**config.mk**
```make
export PLATFORM = sky130hd
export DESIGN_NAME = pc_vector_unit
export DESIGN_NICKNAME = d
export VERILOG_FILES = /design/src/rtl/pc_vector_unit.sv
export SDC_FILE = /design/constraint.sdc
export NUM_CORES = 1
export LEC_CHECK = 0
export BUFFER_PORTS_ARGS = -buffer_cell sky130_fd_sc_hd__buf_2
export CORE_ASPECT_RATIO = 1.1
export CORE_MARGIN = 2
export CORE_UTILIZATION = 40
export CTS_CLUSTER_DIAMETER = 60
export CTS_CLUSTER_SIZE = 30
export DETAILED_ROUTE_END_ITERATION = 12
export GPL_ROUTABILITY_DRIVEN = 0
export PLACE_DENSITY = 0.66
export SLEW_MARGIN = 20
export SYNTH_ARGS = -nofsm -noshare
export SYNTH_HDL_FRONTEND = slang
export SYNTH_SLANG_ARGS = --single-unit
export TNS_END_PERCENT = 30
```
**constraint.sdc**
```tcl
create_clock -name clk -period 6.7 [get_ports clk]
set_clock_uncertainty 0.05 [all_clocks]
set_input_delay 0.67 -clock clk [delete_from_list [all_inputs] [get_ports clk]]
set_output_delay 0.67 -clock clk [all_outputs]
set_load 0.05 [all_outputs]
```
**src/rtl/pc_vector_unit.sv**
```systemverilog
// Fetch-stage program counter with exception and vectored multi-line IRQ redirection.
// Optional build macro PC_ALIGN_CHECK_EN traps misaligned pcin loads as exceptions.
module pc_vector_unit #(
    parameter int unsigned WIDTH      = 32,
    parameter int unsigned NIRQ       = 4,
    parameter logic [31:0] RESET_VEC  = 32'h8000_0000,
    parameter logic [31:0] EXC_VEC    = 32'h8000_0004,
    parameter logic [31:0] IRQ_BASE   = 32'h8000_0008,
    parameter int unsigned IRQ_STRIDE = 4,
    parameter int unsigned CW         = $clog2(NIRQ + 2)
) (
    input  logic             clk,
    input  logic             reset,
    input  logic             stall,
    input  logic             exception,
    input  logic [NIRQ-1:0]  irq,
    input  logic [NIRQ-1:0]  irq_mask,
    input  logic [WIDTH-1:0] pcin,
    output logic [WIDTH-1:0] ia,
    output logic [WIDTH-1:0] xp,
    output logic             trap_valid,
    output logic [CW-1:0]    trap_cause,
    output logic [NIRQ-1:0]  irq_ack
);

    localparam int unsigned IW = (NIRQ > 1) ? $clog2(NIRQ) : 1;

    localparam logic [WIDTH-1:0] RstAddr  = WIDTH'(RESET_VEC);
    localparam logic [WIDTH-1:0] ExcAddr  = WIDTH'(EXC_VEC);
    localparam logic [WIDTH-1:0] IrqAddr  = WIDTH'(IRQ_BASE);
    localparam logic [WIDTH-1:0] IrqStep  = WIDTH'(IRQ_STRIDE);
    localparam logic [WIDTH-1:0] InstSize = WIDTH'(4);

    logic [WIDTH-1:0] ia_q, ia_d;
    logic [WIDTH-1:0] xp_q, xp_d;
    logic [NIRQ-1:0]  pending_q, pending_d;
    logic             trap_valid_q, trap_valid_d;
    logic [CW-1:0]    trap_cause_q, trap_cause_d;
    logic [NIRQ-1:0]  irq_ack_q, irq_ack_d;

    logic [NIRQ-1:0]  eligible;
    logic             win_found;
    logic [IW-1:0]    win_idx;
    logic             user_mode;
    logic             take_irq;
    logic [WIDTH-1:0] irq_target;
    logic [WIDTH-1:0] ret_addr;
    logic             misaligned;

    assign eligible  = pending_q & ~irq_mask;
    assign user_mode = ~ia_q[WIDTH-1];
    assign ret_addr  = ia_q + InstSize;

    // Scan downward so the last hit, i.e. the lowest eligible index, wins.
    always_comb begin
        win_found = 1'b0;
        win_idx   = '0;
        for (int i = int'(NIRQ) - 1; i >= 0; i--) begin
            if (eligible[i]) begin
                win_found = 1'b1;
                win_idx   = IW'(i);
            end
        end
    end

    assign take_irq   = win_found & user_mode & ~stall;
    assign irq_target = IrqAddr + (WIDTH'(win_idx) * IrqStep);

`ifdef PC_ALIGN_CHECK_EN
    assign misaligned = (pcin[1:0] != 2'b00);
`else
    assign misaligned = 1'b0;
`endif

    always_comb begin
        ia_d         = ia_q;
        xp_d         = xp_q;
        trap_valid_d = 1'b0;
        trap_cause_d = trap_cause_q;
        irq_ack_d    = '0;

        if (take_irq) begin
            ia_d         = irq_target;
            xp_d         = ret_addr;
            trap_valid_d = 1'b1;
            trap_cause_d = CW'(win_idx) + CW'(2);
            irq_ack_d    = NIRQ'(1) << win_idx;
        end else if (exception) begin
            ia_d         = ExcAddr;
            xp_d         = ret_addr;
            trap_valid_d = 1'b1;
            trap_cause_d = CW'(1);
        end else if (stall) begin
            ia_d = ia_q;
            xp_d = xp_q;
        end else if (misaligned) begin
            // The faulting target is what software needs to see, not ia+4.
            ia_d         = ExcAddr;
            xp_d         = pcin;
            trap_valid_d = 1'b1;
            trap_cause_d = CW'(1);
        end else begin
            ia_d = pcin;
        end
    end

    // Clear wins over a same-cycle set; a still-high line re-latches next clock.
    assign pending_d = (pending_q | irq) & ~irq_ack_d;

    always_ff @(posedge clk or posedge reset) begin
        if (reset) begin
            ia_q         <= RstAddr;
            xp_q         <= '0;
            pending_q    <= '0;
            trap_valid_q <= 1'b0;
            trap_cause_q <= '0;
            irq_ack_q    <= '0;
        end else begin
            ia_q         <= ia_d;
            xp_q         <= xp_d;
            pending_q    <= pending_d;
            trap_valid_q <= trap_valid_d;
            trap_cause_q <= trap_cause_d;
            irq_ack_q    <= irq_ack_d;
        end
    end

    assign ia         = ia_q;
    assign xp         = xp_q;
    assign trap_valid = trap_valid_q;
    assign trap_cause = trap_cause_q;
    assign irq_ack    = irq_ack_q;

endmodule

```
==> impl_metrics.ini, run 1 <==
[route]
ant_nets = 0
drt_iter0_markers = 106
via_count = 2696
drt-vias-per-instance = 4.97
wirelength_um = 8020
wl_per_cell_um = 14.8
firstDrtPassIters = 4
drc = 0

[synthesis]
synth-edff-count = 0
synth_seq_area_share_pct = 57.0
ys.flop_type = dfrtp_1
async_flop_share_pct = 100
syn_inst = 316
yosysWarnings = 0
ys_seq_elements = 76
synth_area_um2 = 3340
synth_cell_types = 40
avgSynthCellArea_um2 = 10.6
synth_nets = 361

[sta]
fin_crit_sh_pct = 33.4
slew_headroom_pct = 38.4
period_needed_ps = 2240
setup_violations = 0
worst_pin_slew_ps = 924
finalSetupTns_ps = 0
drv_slew = 0
finalHoldViolCount = 0
rsz0062_at_grt = no
fmax_ghz = 0.447

[run]
cap_violations = 0

[floorplan]
rows = 34
die_area_um2 = 9090
core_area_um2 = 8000
fp.dieW_um = 91.1
die_y_um = 99.8
ioPinCount = 116
start_util_pct = 41.7

[power_and_ir_drop]
power_density_nw_per_um2 = 275
ir_worst_vdd_v = 0.000150
p_leak_nw = 2.12

[global_routing]
grt_pass1_vias = 2608
overflow = 0
antenna_found_initial = 0
grt_util_all_layers_pct = 18.4
grt_pass1_wl_um = 13200
grt_max_degree = 77

[cells_and_area]
final_cells = 543
mostFrequentLayoutCells = buf_2, dfrtp_1, nand2_1
insertedDiodeCount = 0
area_growth_pct = 28.3
nets = 475
layout_commonest_cell = buf_2
drive_above_1_share_pct = 34.5

[clock_tree]
cts_sinks = 76
cts_hold_buf = 0
path_clk_slew_ps = 80
cts_root_buffer = clkbuf_8
clock_latency_ps = 350
cts-htree-levels = 3
cts_made_buffers = 9
cts_resized = 0
cts_tree = yes
max-clock-path-buffers = 2
postCtsSetupBuffers = 0

[setup_path]
required_ps = 6920
cp-start-kind = register
path_max_fanout = 8
arrival_ps = 2460
end_kind = register
critical_path_class = reg -> reg

[placement]
post-place-cells = 526
dpl.hpwl_um = 5760
port_buffers = 115

[status]
outcome = complete, no violations

[min_path]
hold_path_class = reg -> reg
[stage by stage]
step	cell area [um2]	hold slack (ps)	setup WS [ps]	utilization (%)	total power [mW]
floorplan	3340	415	4040	-	0.695
global placement	4000	407	3730	50.0	0.757
detailed placement	4000	417	3650	50.0	0.761
CTS	4250	434	3990	53.1	1.19
global route	4280	457	4150	53.6	1.23
finish	4280	429	4460	53.6	1.18
[worst paths after layout]
| path | start | end | slack, ps | cells after the start |
|---|---|---|---|---|
| setup / recovery | ia[2] | xp[28] | 4460 | 6 |
| hold / removal | xp[29] | xp[29] | 430 | 2 |
| setup reg to reg | ia[2] | xp[28] | 4460 | 6 |
| hold reg to reg | xp[29] | xp[29] | 430 | 2 |
| max in group asynchronous | reset | ia[3] | 5440 | 3 |
| min in group asynchronous | reset | xp[6] | 520 | 3 |
[worst max-delay path, cell delays in order (launching register included)]
cell     delay (ps)
dfrtp_1         450
ha_1            220
nand3_1         290
nor4_1          660
nand4_1         190
xor2_1          170
o21ai_0         140
[kinds of logic after synthesis]
group                      share of synthesized area (%)
and+or+nand+nor                                     17.3
buffers and inverters                               3.49
adders and majority gates                          0.375
AOI/OAI and AO/OA                                   14.4
muxes                                              0.337
xor gates and xnor gates                            7.09
DFF                                                 57.0
[state kept, by name, indices dropped and copies added, names as in the netlist]
name	cells
pending_q	4
ia	32
trap_cause	3
trap_valid	1
irq_ack	4
xp	32
[cells in the mapped netlist, drive strengths merged, types with 3 or more instances]
library cell   n  area (um2)
nor2b          3        18.8
nor2          17        63.8
nor4           8        65.1
buf            7        42.5
nand2b         4        25.0
xnor2         15         131
nor3           6        30.0
xor2          12         105
nand3         10        50.1
inv            8        30.0
o21ai         31         155
a22o          29         255
clkbuf         9        43.8
nand2         51         191
nand4         10        75.1
dfrtp         75        1880
[report_power, final]
group,internal (mW),switching (mW)
Combinational,0.0583,0.174
Sequential,0.491,0.0300
Clock,0.258,0.169
Total,0.806,0.373
[metal layers]
| layer | track usage [%] | vias up | wire, um |
|---|---|---|---|
| li1 | - | 1333 | - |
| met1 | 25.1 | 1271 | 3690 |
| met2 | 29.2 | 81 | 3760 |
| met3 | 3.60 | 11 | 472 |
| met4 | 7.23 | 0 | 95 |
| met5 | 0 | - | 0 |
[layout make-up]
cell class / count / area, um2
timing repair buffer: 119 / 626
clock inverter: 6 / 111
clock buffer: 10 / 138
tap: 108 / 135
fill: 776 / 3710
sequential: 76 / 1900
multi-input combinational: 216 / 1340
inverter: 8 / 31.3
No activity file was read; power rests on OpenSTA's default activity.
==> run 2: changes to the inputs <==
--- a/config.mk
+++ b/config.mk
@@ -5,6 +5,7 @@
 export SDC_FILE = /design/constraint.sdc
 export NUM_CORES = 1
 export LEC_CHECK = 0
+export ABC_AREA = 1
 export BUFFER_PORTS_ARGS = -buffer_cell sky130_fd_sc_hd__buf_2
 export CORE_ASPECT_RATIO = 1.1
 export CORE_MARGIN = 2
@@ -13,7 +14,7 @@
 export CTS_CLUSTER_SIZE = 30
 export DETAILED_ROUTE_END_ITERATION = 12
 export GPL_ROUTABILITY_DRIVEN = 0
-export PLACE_DENSITY = 0.66
+export PLACE_DENSITY = 0.67
 export SLEW_MARGIN = 20
 export SYNTH_ARGS = -nofsm -noshare
 export SYNTH_HDL_FRONTEND = slang
==> constraint.sdc (replaced) <==
create_clock -name clk -period 1.9 [get_ports clk]
set_clock_uncertainty 0.05 [all_clocks]
set_input_delay 0.19 -clock clk [delete_from_list [all_inputs] [get_ports clk]]
set_output_delay 0.19 -clock clk [all_outputs]
set_load 0.05 [all_outputs]
==> impl_metrics.ini, run 2 <==
[setup_path]
crit_end = xp[14]
path_max_fanout = 6
cp-start-kind = register
arrival_ps = 1880
critPathLaunch = ia[2]
r2r-end = xp[14]
reg2reg_depth = 8
critical_path_class = reg -> reg
end_kind = register
regToRegStartpoint = ia[2]
r2r_slack_ps = 250
required_ps = 2130

[route]
wirelength_um = 10600
via_count = 3655
wl_per_cell_um = 14.0
drt_iter0_markers = 170
drt-vias-per-instance = 4.84
drc = 0
ant_nets = 0
firstDrtPassIters = 4

[global_routing]
grt_pass1_vias = 3553
grt_max_degree = 77
antenna_found_initial = 0
grt_pass1_wl_um = 17800
grt_util_all_layers_pct = 21.3
overflow = 0

[cells_and_area]
drive_above_1_share_pct = 24.9
mostFrequentLayoutCells = nand2_1, buf_2, dfrtp_1
insertedDiodeCount = 0
final_core_util_pct = 51.5
final.fill_count = 965
layout_commonest_cell = nand2_1
nets = 678
area_growth_pct = 24.4

[placement]
port_buffers = 115
dpl.hpwl_um = 7830

[synthesis]
synth_seq_area_share_pct = 48.9
synth_area_leaders = dfrtp_1, nand2_1, nand3_1
yosysTopAreaCell = dfrtp_1
async_flop_share_pct = 100
synth.most_common_cell = nand2_1
synth-edff-count = 0
synth_cell_types = 24
synth_area_um2 = 3890
ys.flop_type = dfrtp_1
yosys.area.top_type_share_pct = 48.2
synth_nets = 558
synth_common_cells = nand2_1, dfrtp_1, nor2_1, inv_1, nand3_1
avgSynthCellArea_um2 = 7.59
syn_inst = 513
yosysWarnings = 0
ys_seq_elements = 76

[sta]
finalHoldViolCount = 0
finalSetupTns_ps = 0
worst_pin_slew_ps = 666
setup_violations = 0
drv_slew = 0
fmax_ghz = 0.607
fin_crit_sh_pct = 86.6
period_needed_ps = 1650
rsz0062_at_grt = no
slew_headroom_pct = 55.6

[clock_tree]
cts_tree = yes
postCtsSetupBuffers = 0
clock_latency_ps = 340
cts_root_buffer = clkbuf_8
cts-htree-levels = 3
cts_made_buffers = 9
path_clk_slew_ps = 80
cts_hold_buf = 3
max-clock-path-buffers = 2
cts_resized = 0
cts_sinks = 76

[status]
outcome = complete, no violations

[power_and_ir_drop]
ir_worst_vdd_v = 0.000477
power_density_nw_per_um2 = 870
p_leak_nw = 2.56

[floorplan]
die_area_um2 = 10500
fp.dieW_um = 98.1
start_util_pct = 41.4
ioPinCount = 116
core_area_um2 = 9400
die_y_um = 107
rows = 37

[min_path]
hold_path_class = in -> reg

[run]
cap_violations = 0
-- run 2: cell types whose count changed in the layout (fill, tap and decap cells not counted), sizes merged, moves of 9 or more --
cell,previous run,this run
nand2,51,205
nor2,17,64
inv,7,47
nand3,10,41
a22o,29,0
xnor2,15,1
o21ai,31,43
nand4,10,1
-- run 2: layout make-up --
type / count / area, um2 / share of cell area [%]
Sequential cell: 76 / 1900 / 39.3
Multi-Input combinational cell: 373 / 1690 / 34.9
Timing Repair Buffer: 125 / 683 / 14.1
Inverter: 48 / 184 / 3.80
Clock buffer: 13 / 169 / 3.49
Tap cell: 117 / 146 / 3.02
Clock inverter: 3 / 67.6 / 1.40
-- run 2: worst min path at each step --
stage	startpoint	end	slack (ps)	cells after the start
2_1_floorplan	irq[0]	pending_q[0]	270	2
3_3_place_gp	reset	trap_cause[0]	280	3
3_5_place_dp	reset	trap_cause[0]	290	3
4_1_cts	irq[3]	pending_q[3]	2	3
5_1_grt	irq[3]	pending_q[3]	30	3
6_report	irq[3]	pending_q[3]	20	3
-- run 2: logic make-up after synthesis --
| logic type | Yosys count | synth area share (%) |
|---|---|---|
| AOI/OAI and AO/OA | 47 | 6.20 |
| DFF | 76 | 48.9 |
| buffers and inverters | 64 | 7.74 |
| xor gates and xnor gates | 14 | 3.15 |
| adders and majority gates | 1 | 0.321 |
| and+or+nand+nor | 311 | 33.7 |
-- run 2: power by group --
group          total, mW  leakage [nW]  internal (mW)  switching (mW)
registers           1.85         0.984           1.74           0.109
clock network       1.42         0.116          0.848           0.573
logic              0.945          1.46          0.224           0.720
-- run 2: per-stage QoR --
step	setup WS [ps]	instance area (um2)	cells	hold slack [ps]	total power, mW
floorplan	143	3900	513	265	2.55
detailed placement	290	4580	736	285	2.83
global placement	345	4580	736	279	2.81
CTS	261	4840	755	2.47	4.27
finish	254	4840	755	19.9	4.21
global route	85.2	4840	755	27.4	4.42
-- run 2: worst max-delay path, cell delays in order (launching register included) --
cell and delay (ps):
dfrtp_1 440, ha_1 250, inv_1 90, nor2_2 160, nand2_2 130, nor2_4 180
xor2_1 160, nand2_1 60, nand2_1 70
-- run 2: metal layers --
| layer | part of all wire, % | track usage, % | vias up |
|---|---|---|---|
| li1 | - | - | 1834 |
| met1 | 45 | 29.0 | 1702 |
| met2 | 48 | 34.1 | 111 |
| met3 | 5.8 | 3.96 | 8 |
| met4 | 1.3 | 7.54 | 0 |
| met5 | 0 | 0 | - |
